File: config.mk
export PLATFORM = sky130hd
export DESIGN_NAME = median_ctrl
export DESIGN_NICKNAME = d
export VERILOG_FILES = /design/src/rtl/median_ctrl.sv
export SDC_FILE = /design/constraint.sdc
export NUM_CORES = 1
export LEC_CHECK = 0
export CORE_ASPECT_RATIO = 1.5
export CORE_MARGIN = 4
export CORE_UTILIZATION = 54
export CTS_BUF_LIST = sky130_fd_sc_hd__clkbuf_16
export DETAILED_ROUTE_END_ITERATION = 8
export GPL_TIMING_DRIVEN = 0
export PLACE_DENSITY_LB_ADDON = 0.08
export SLEW_MARGIN = 20
export SYNTH_ARGS = -nofsm -noshare
export SYNTH_HDL_FRONTEND = slang
export SYNTH_SLANG_ARGS = --single-unit
export TNS_END_PERCENT = 1
File: constraint.sdc
create_clock -name guass_clk -period 3.73 [get_ports guass_clk]
set_clock_uncertainty 0.2 [all_clocks]
set_input_delay 0.9325 -clock guass_clk [delete_from_list [all_inputs] [get_ports guass_clk]]
set_output_delay 0.9325 -clock guass_clk [all_outputs]
set_load 0.01 [all_outputs]
File: src/rtl/median_ctrl.sv
// median_ctrl: address/sequencing controller for a 3x3 binary median filter.
//
// Pixels arrive one per pix_valid strobe and are written to a frame RAM in raster
// order. Once two lines plus three pixels are stored, every new pixel also issues
// one 3x3 window read (rd_addr is the window's top-left pixel; the datapath adds
// the eight other offsets). After the last pixel is written, the remaining windows
// are read back-to-back. med_in, the majority vote of the nine RAM outputs, is
// registered into med_out two cycles after the window read.
//
// Ports:
//   guass_clk   in   clock, rising edge
//   CMOS_VSYNC  in   asynchronous active-high reset and frame restart
//   pix_valid   in   input pixel strobe
//   med_in      in   majority of the nine window RAM outputs (1 cycle after read)
//   wr_en       out  RAM write enable
//   wr_addr     out  RAM write address (18 bits)
//   rd_addr     out  window top-left read address (18 bits)
//   win_valid   out  window read issued this cycle
//   out_valid   out  med_out valid
//   med_out     out  filtered pixel
//   border      out  med_out belongs to a window touching the right/bottom edge
//   frame_done  out  one-cycle pulse with the frame's last out_valid
//
// Build option: define MEDIAN_BORDER_ZERO_EN to force med_out to 0 for border
// windows; otherwise border is informational only.

module median_ctrl #(
  parameter int unsigned H_ACT = 320,
  parameter int unsigned V_ACT = 480
) (
  input  logic        guass_clk,
  input  logic        CMOS_VSYNC,
  input  logic        pix_valid,
  input  logic        med_in,
  output logic        wr_en,
  output logic [17:0] wr_addr,
  output logic [17:0] rd_addr,
  output logic        win_valid,
  output logic        out_valid,
  output logic        med_out,
  output logic        border,
  output logic        frame_done
);

  localparam int unsigned AW = 18;
  localparam int unsigned CW = (H_ACT > 1) ? $clog2(H_ACT) : 1;
  localparam int unsigned RW = (V_ACT > 1) ? $clog2(V_ACT) : 1;

  // Last write of the fill phase: after it, 2*H_ACT+3 pixels are stored.
  localparam logic [AW-1:0] FillLast = AW'(2 * H_ACT + 2);
  localparam logic [AW-1:0] PixLast  = AW'(H_ACT * V_ACT - 1);
  localparam logic [CW-1:0] ColLast  = CW'(H_ACT - 1);
  localparam logic [RW-1:0] RowLast  = RW'(V_ACT - 1);
  localparam logic [CW-1:0] ColEdge  = CW'(H_ACT - 2);
  localparam logic [RW-1:0] RowEdge  = RW'(V_ACT - 2);

  typedef enum logic [2:0] {
    StIdle,
    StFill,
    StRun,
    StFlush,
    StDone
  } state_e;

  state_e        state_q, state_d;
  logic [AW-1:0] wr_ptr_q;
  logic [AW-1:0] rd_ptr_q;
  logic [CW-1:0] col_q;
  logic [RW-1:0] row_q;
  logic          valid_q1, out_valid_q;
  logic          border_q1, border_q2;
  logic          last_q1, frame_done_q;
  logic          med_q;

  logic          wr_en_c;
  logic          win_valid_c;
  logic          win_border;
  logic          last_rd;

  // Next state and per-cycle strobes.
  always_comb begin
    state_d     = state_q;
    wr_en_c     = 1'b0;
    win_valid_c = 1'b0;
    unique case (state_q)
      StIdle: begin
        wr_en_c = pix_valid;
        if (pix_valid) state_d = StFill;
      end
      StFill: begin
        wr_en_c = pix_valid;
        if (pix_valid && (wr_ptr_q == FillLast)) state_d = StRun;
      end
      StRun: begin
        // Read pointer trails the write pointer by exactly 2*H_ACT+3, so the
        // window's bottom-right pixel is always already stored.
        wr_en_c     = pix_valid;
        win_valid_c = pix_valid;
        if (pix_valid && (wr_ptr_q == PixLast)) state_d = StFlush;
      end
      StFlush: begin
        win_valid_c = 1'b1;
        if (rd_ptr_q == PixLast) state_d = StDone;
      end
      StDone: state_d = StDone;
      default: state_d = StIdle;
    endcase
  end

  assign win_border = (col_q >= ColEdge) || (row_q >= RowEdge);
  assign last_rd    = win_valid_c && (rd_ptr_q == PixLast);

  always_ff @(posedge guass_clk or posedge CMOS_VSYNC) begin
    if (CMOS_VSYNC) begin
      state_q      <= StIdle;
      wr_ptr_q     <= '0;
      rd_ptr_q     <= '0;
      col_q        <= '0;
      row_q        <= '0;
      valid_q1     <= 1'b0;
      out_valid_q  <= 1'b0;
      border_q1    <= 1'b0;
      border_q2    <= 1'b0;
      last_q1      <= 1'b0;
      frame_done_q <= 1'b0;
      med_q        <= 1'b0;
    end else begin
      state_q <= state_d;
      if (wr_en_c) wr_ptr_q <= wr_ptr_q + AW'(1);
      if (win_valid_c) begin
        rd_ptr_q <= rd_ptr_q + AW'(1);
        // col/row follow rd_addr without a divider.
        if (col_q == ColLast) begin
          col_q <= '0;
          row_q <= (row_q == RowLast) ? '0 : row_q + RW'(1);
        end else begin
          col_q <= col_q + CW'(1);
        end
      end
      valid_q1     <= win_valid_c;
      out_valid_q  <= valid_q1;
      border_q1    <= win_valid_c & win_border;
      border_q2    <= border_q1;
      last_q1      <= last_rd;
      frame_done_q <= last_q1;
`ifdef MEDIAN_BORDER_ZERO_EN
      med_q        <= med_in & ~border_q1;
`else
      med_q        <= med_in;
`endif
    end
  end

  // Strobes are gated so they drop the moment CMOS_VSYNC rises.
  assign wr_en      = wr_en_c & ~CMOS_VSYNC;
  assign win_valid  = win_valid_c & ~CMOS_VSYNC;
  assign wr_addr    = wr_ptr_q;
  assign rd_addr    = rd_ptr_q;
  assign out_valid  = out_valid_q;
  assign border     = border_q2;
  assign frame_done = frame_done_q;
  assign med_out    = med_q;

endmodule

==> impl_results.md <==
- Run status: complete, no violations
- Max VDD drop: 0.312 mV
- Post-DP HPWL: 4690 um
- Drt pass-1 iters: 4
- Part of the cycle the worst path needs: 98.6%
- Avg WL per Cell: 15.5 um
- Final instance area: 3950 um^2
- Hold path start: border_q1
- Crit path kind: in -> out
- Initial core utilization: 55.7%
- RSZ-0062 raised after global routing: no
- Die Width: 69.2 um
- Placement Setup Slack: -0.594 ns
- Ports: 46
- Area contributors post-synth: dfrtp_1, xnor2_1, xor2_1
- Final Hold Viols: 0
- RePlAce Congestion: 0.772
- # clock sinks: 64
- Levels on crit path: 6
- R2R setup slack: 1.40 ns
- Mean Syn Cell Area: 10.4 um^2
- Synth cell count leaders: dfrtp_1, nor2_1, xnor2_1, nand2_1, nand4_1
- Skew-Pair Late Insertion Delay: 0.33 ns
- RR Endpoint: state_q[0]
- Cells on Worst Hold Path: 0
- Register bit total from synthesis: 64
- Root buffer cell: clkbuf_16
- Placed Cells: 407
- WHS Endpoint: border
- Largest net degree at the start of global routing: 35
- Max Slew Vio Count: 0
- Fillers: 429
- Die ar.: 6910 um^2
- Core area: 5450 um^2
- Finish-stage setup viols: 0
- Post-Syn Instances: 291
- Max_cap viols: 0
- Worst Hold Class: reg -> reg
- Vias per inst: 5.62
- Vias post-DR: 2395
- Fin nets: 362
- FP Rows: 33
- Non-Filler Instances: 426
- Max_slew headroom: 45.8%
- Area post-placement: 3600 um^2
- Antenna diodes: 0
- Tot Pwr: 1.61 mW
- Number of port buffers: 45
- Crit path largest cell delay: 0.53 ns
- Post-route ant nets: 0
- Initial DRC count: 191
- Share of cells above drive strength 1: 8.71%
- Family with the most delay on the worst path: buffers and inverters
- Gr usage total: 20.8%
- CP Buf/Inv Count: 4
- EDFF count, synth: 0
- Critical Path RT: 2.60 ns
- TritonCTS clock tree: built
- Yosys top cell by area: dfrtp_1
- Critical path fanouts, max: 10
- Lkg Pwr: 1.70 nW
- Post-route setup slack: 0.0541 ns
- CP startpoint kind: primary input
- Slowest cell on crit path: clkdlybuf4s50_1
- Crit end category: output pin
- Count leader, synth: dfrtp_1
- Synth async-reset ratio: 100%
- Seq/Total Area, Yosys: 52.8%
- CTS Hold Bufs: 0
- CTS max path bufs: 2
- Residual DRC: 0
- Most used DFF post-synth: dfrtp_1
- Syn Nets: 302
- Vias in the first global route: 2452
- Layout area overhead: 30.1%
- TritonCTS buffer count: 9
- Netlist cell types: 43
- Initial antenna violation count: 0
- Reg2reg start: wr_addr[3]
- Area fraction of the dominant cell type after synthesis: 52.8%
- Die H: 99.8 um
- Critical Path AT: 2.54 ns
- FF-to-FF path depth: 5
- GRT overflow: 0
- Worst path cell trace: dlygate4sd2_1 > inv_1 > a211oi_2 > clkbuf_8 > and2_1 > clkdlybuf4s50_1
- Tmin final: 3.68 ns
- First-pass GRT wire length: 11400 um
- Clock slew at reported path FFs: 0.05 ns
- H-tree depth: 3
- Netlist Area Pre-Place: 3030 um^2
- Routed WL: 6590 um
- Worst slew pin tran: 0.806 ns
- Pwr Density: 409 nW/um^2
- Achievable frequency: 272 MHz
- Yosys warning count: 0
## final cells by class
type	instances	area, um^2	area share [%]
buffer	3	30.0	0.761
clock buffer	9	225	5.71
multi-input combinational	207	1350	34.1
timing repair inverter	1	5.00	0.127
clock inverter	7	86.3	2.19
timing repair buffer	48	484	12.3
tap	70	87.6	2.22
sequential	64	1600	40.6
inverter	17	81.3	2.06
## flip-flops by register name (all words and copies together) (netlist names)
name / count
row_q: 9
border: 1
med_out: 1
last_q1: 1
out_valid: 1
state_q: 3
col_q: 9
valid_q1: 1
frame_done: 1
border_q1: 1
wr_addr: 18
rd_addr: 18
## worst max path at each step
stage	from	end
5_1_grt	pix_valid	wr_en
2_1_floorplan	CMOS_VSYNC	wr_en
3_3_place_gp	CMOS_VSYNC	wr_en
3_5_place_dp	CMOS_VSYNC	wr_en
6_report	pix_valid	wr_en
4_1_cts	CMOS_VSYNC	wr_en
## placed cells by master, fill, tap and decap left out, types with 3 or more instances in the layout
cell and n:
clkbuf_16 9, nand2_1 22, inv_1 13, a21oi_1 8, nand4_1 18, o21ai_0 6, nand3_1 17, and3_1 4
clkdlybuf4s50_1 44, or3_1 4, dfrtp_1 64, o21ai_1 4, nor2_1 27, ha_1 7, nor3_1 12, nor4_1 3
xnor2_1 27, xor2_1 16
## per-layer routing
layer	track usage [%]	up-vias	routed length, um
met1	24.1	1191	2660
li1	-	1139	-
met4	12.5	0	206
met5	0	-	0
met3	3.61	17	172
met2	35.8	48	3550
## through the flow
stage          utilization [%]  TNS [ns]  hold slack, ns
2_1_floorplan                -         0           0.131
3_3_place_gp              65.6     -1.39           0.134
3_5_place_dp              66.0    -0.930           0.139
4_1_cts                   72.4         0           0.151
5_1_grt                   72.4         0           0.158
6_report                  72.4         0           0.149
## report_power, final
part / internal [mW] / leakage, nW / switching [mW]
clock network: 0.578 / 0.154 / 0.292
logic: 0.0156 / 0.747 / 0.0241
registers: 0.699 / 0.802 / 0.00494
total: 1.29 / 1.70 / 0.321
## logic make-up after synthesis
group | synth area share [%]
simple gates | 22.1
compound gates | 5.48
fa+ha+maj | 2.89
xor+xnor | 12.4
mux | 1.15
flops | 52.8
buf+inv | 3.18
## what timing repair did
| item | 4_1_cts | 5_1_grt |
|---|---|---|
| setup endpoints to repair | 2 | 0 |
| setup buffers | 2 | 0 |
| resized for setup | 7 | 0 |
(Power assumes the default switching activity.)
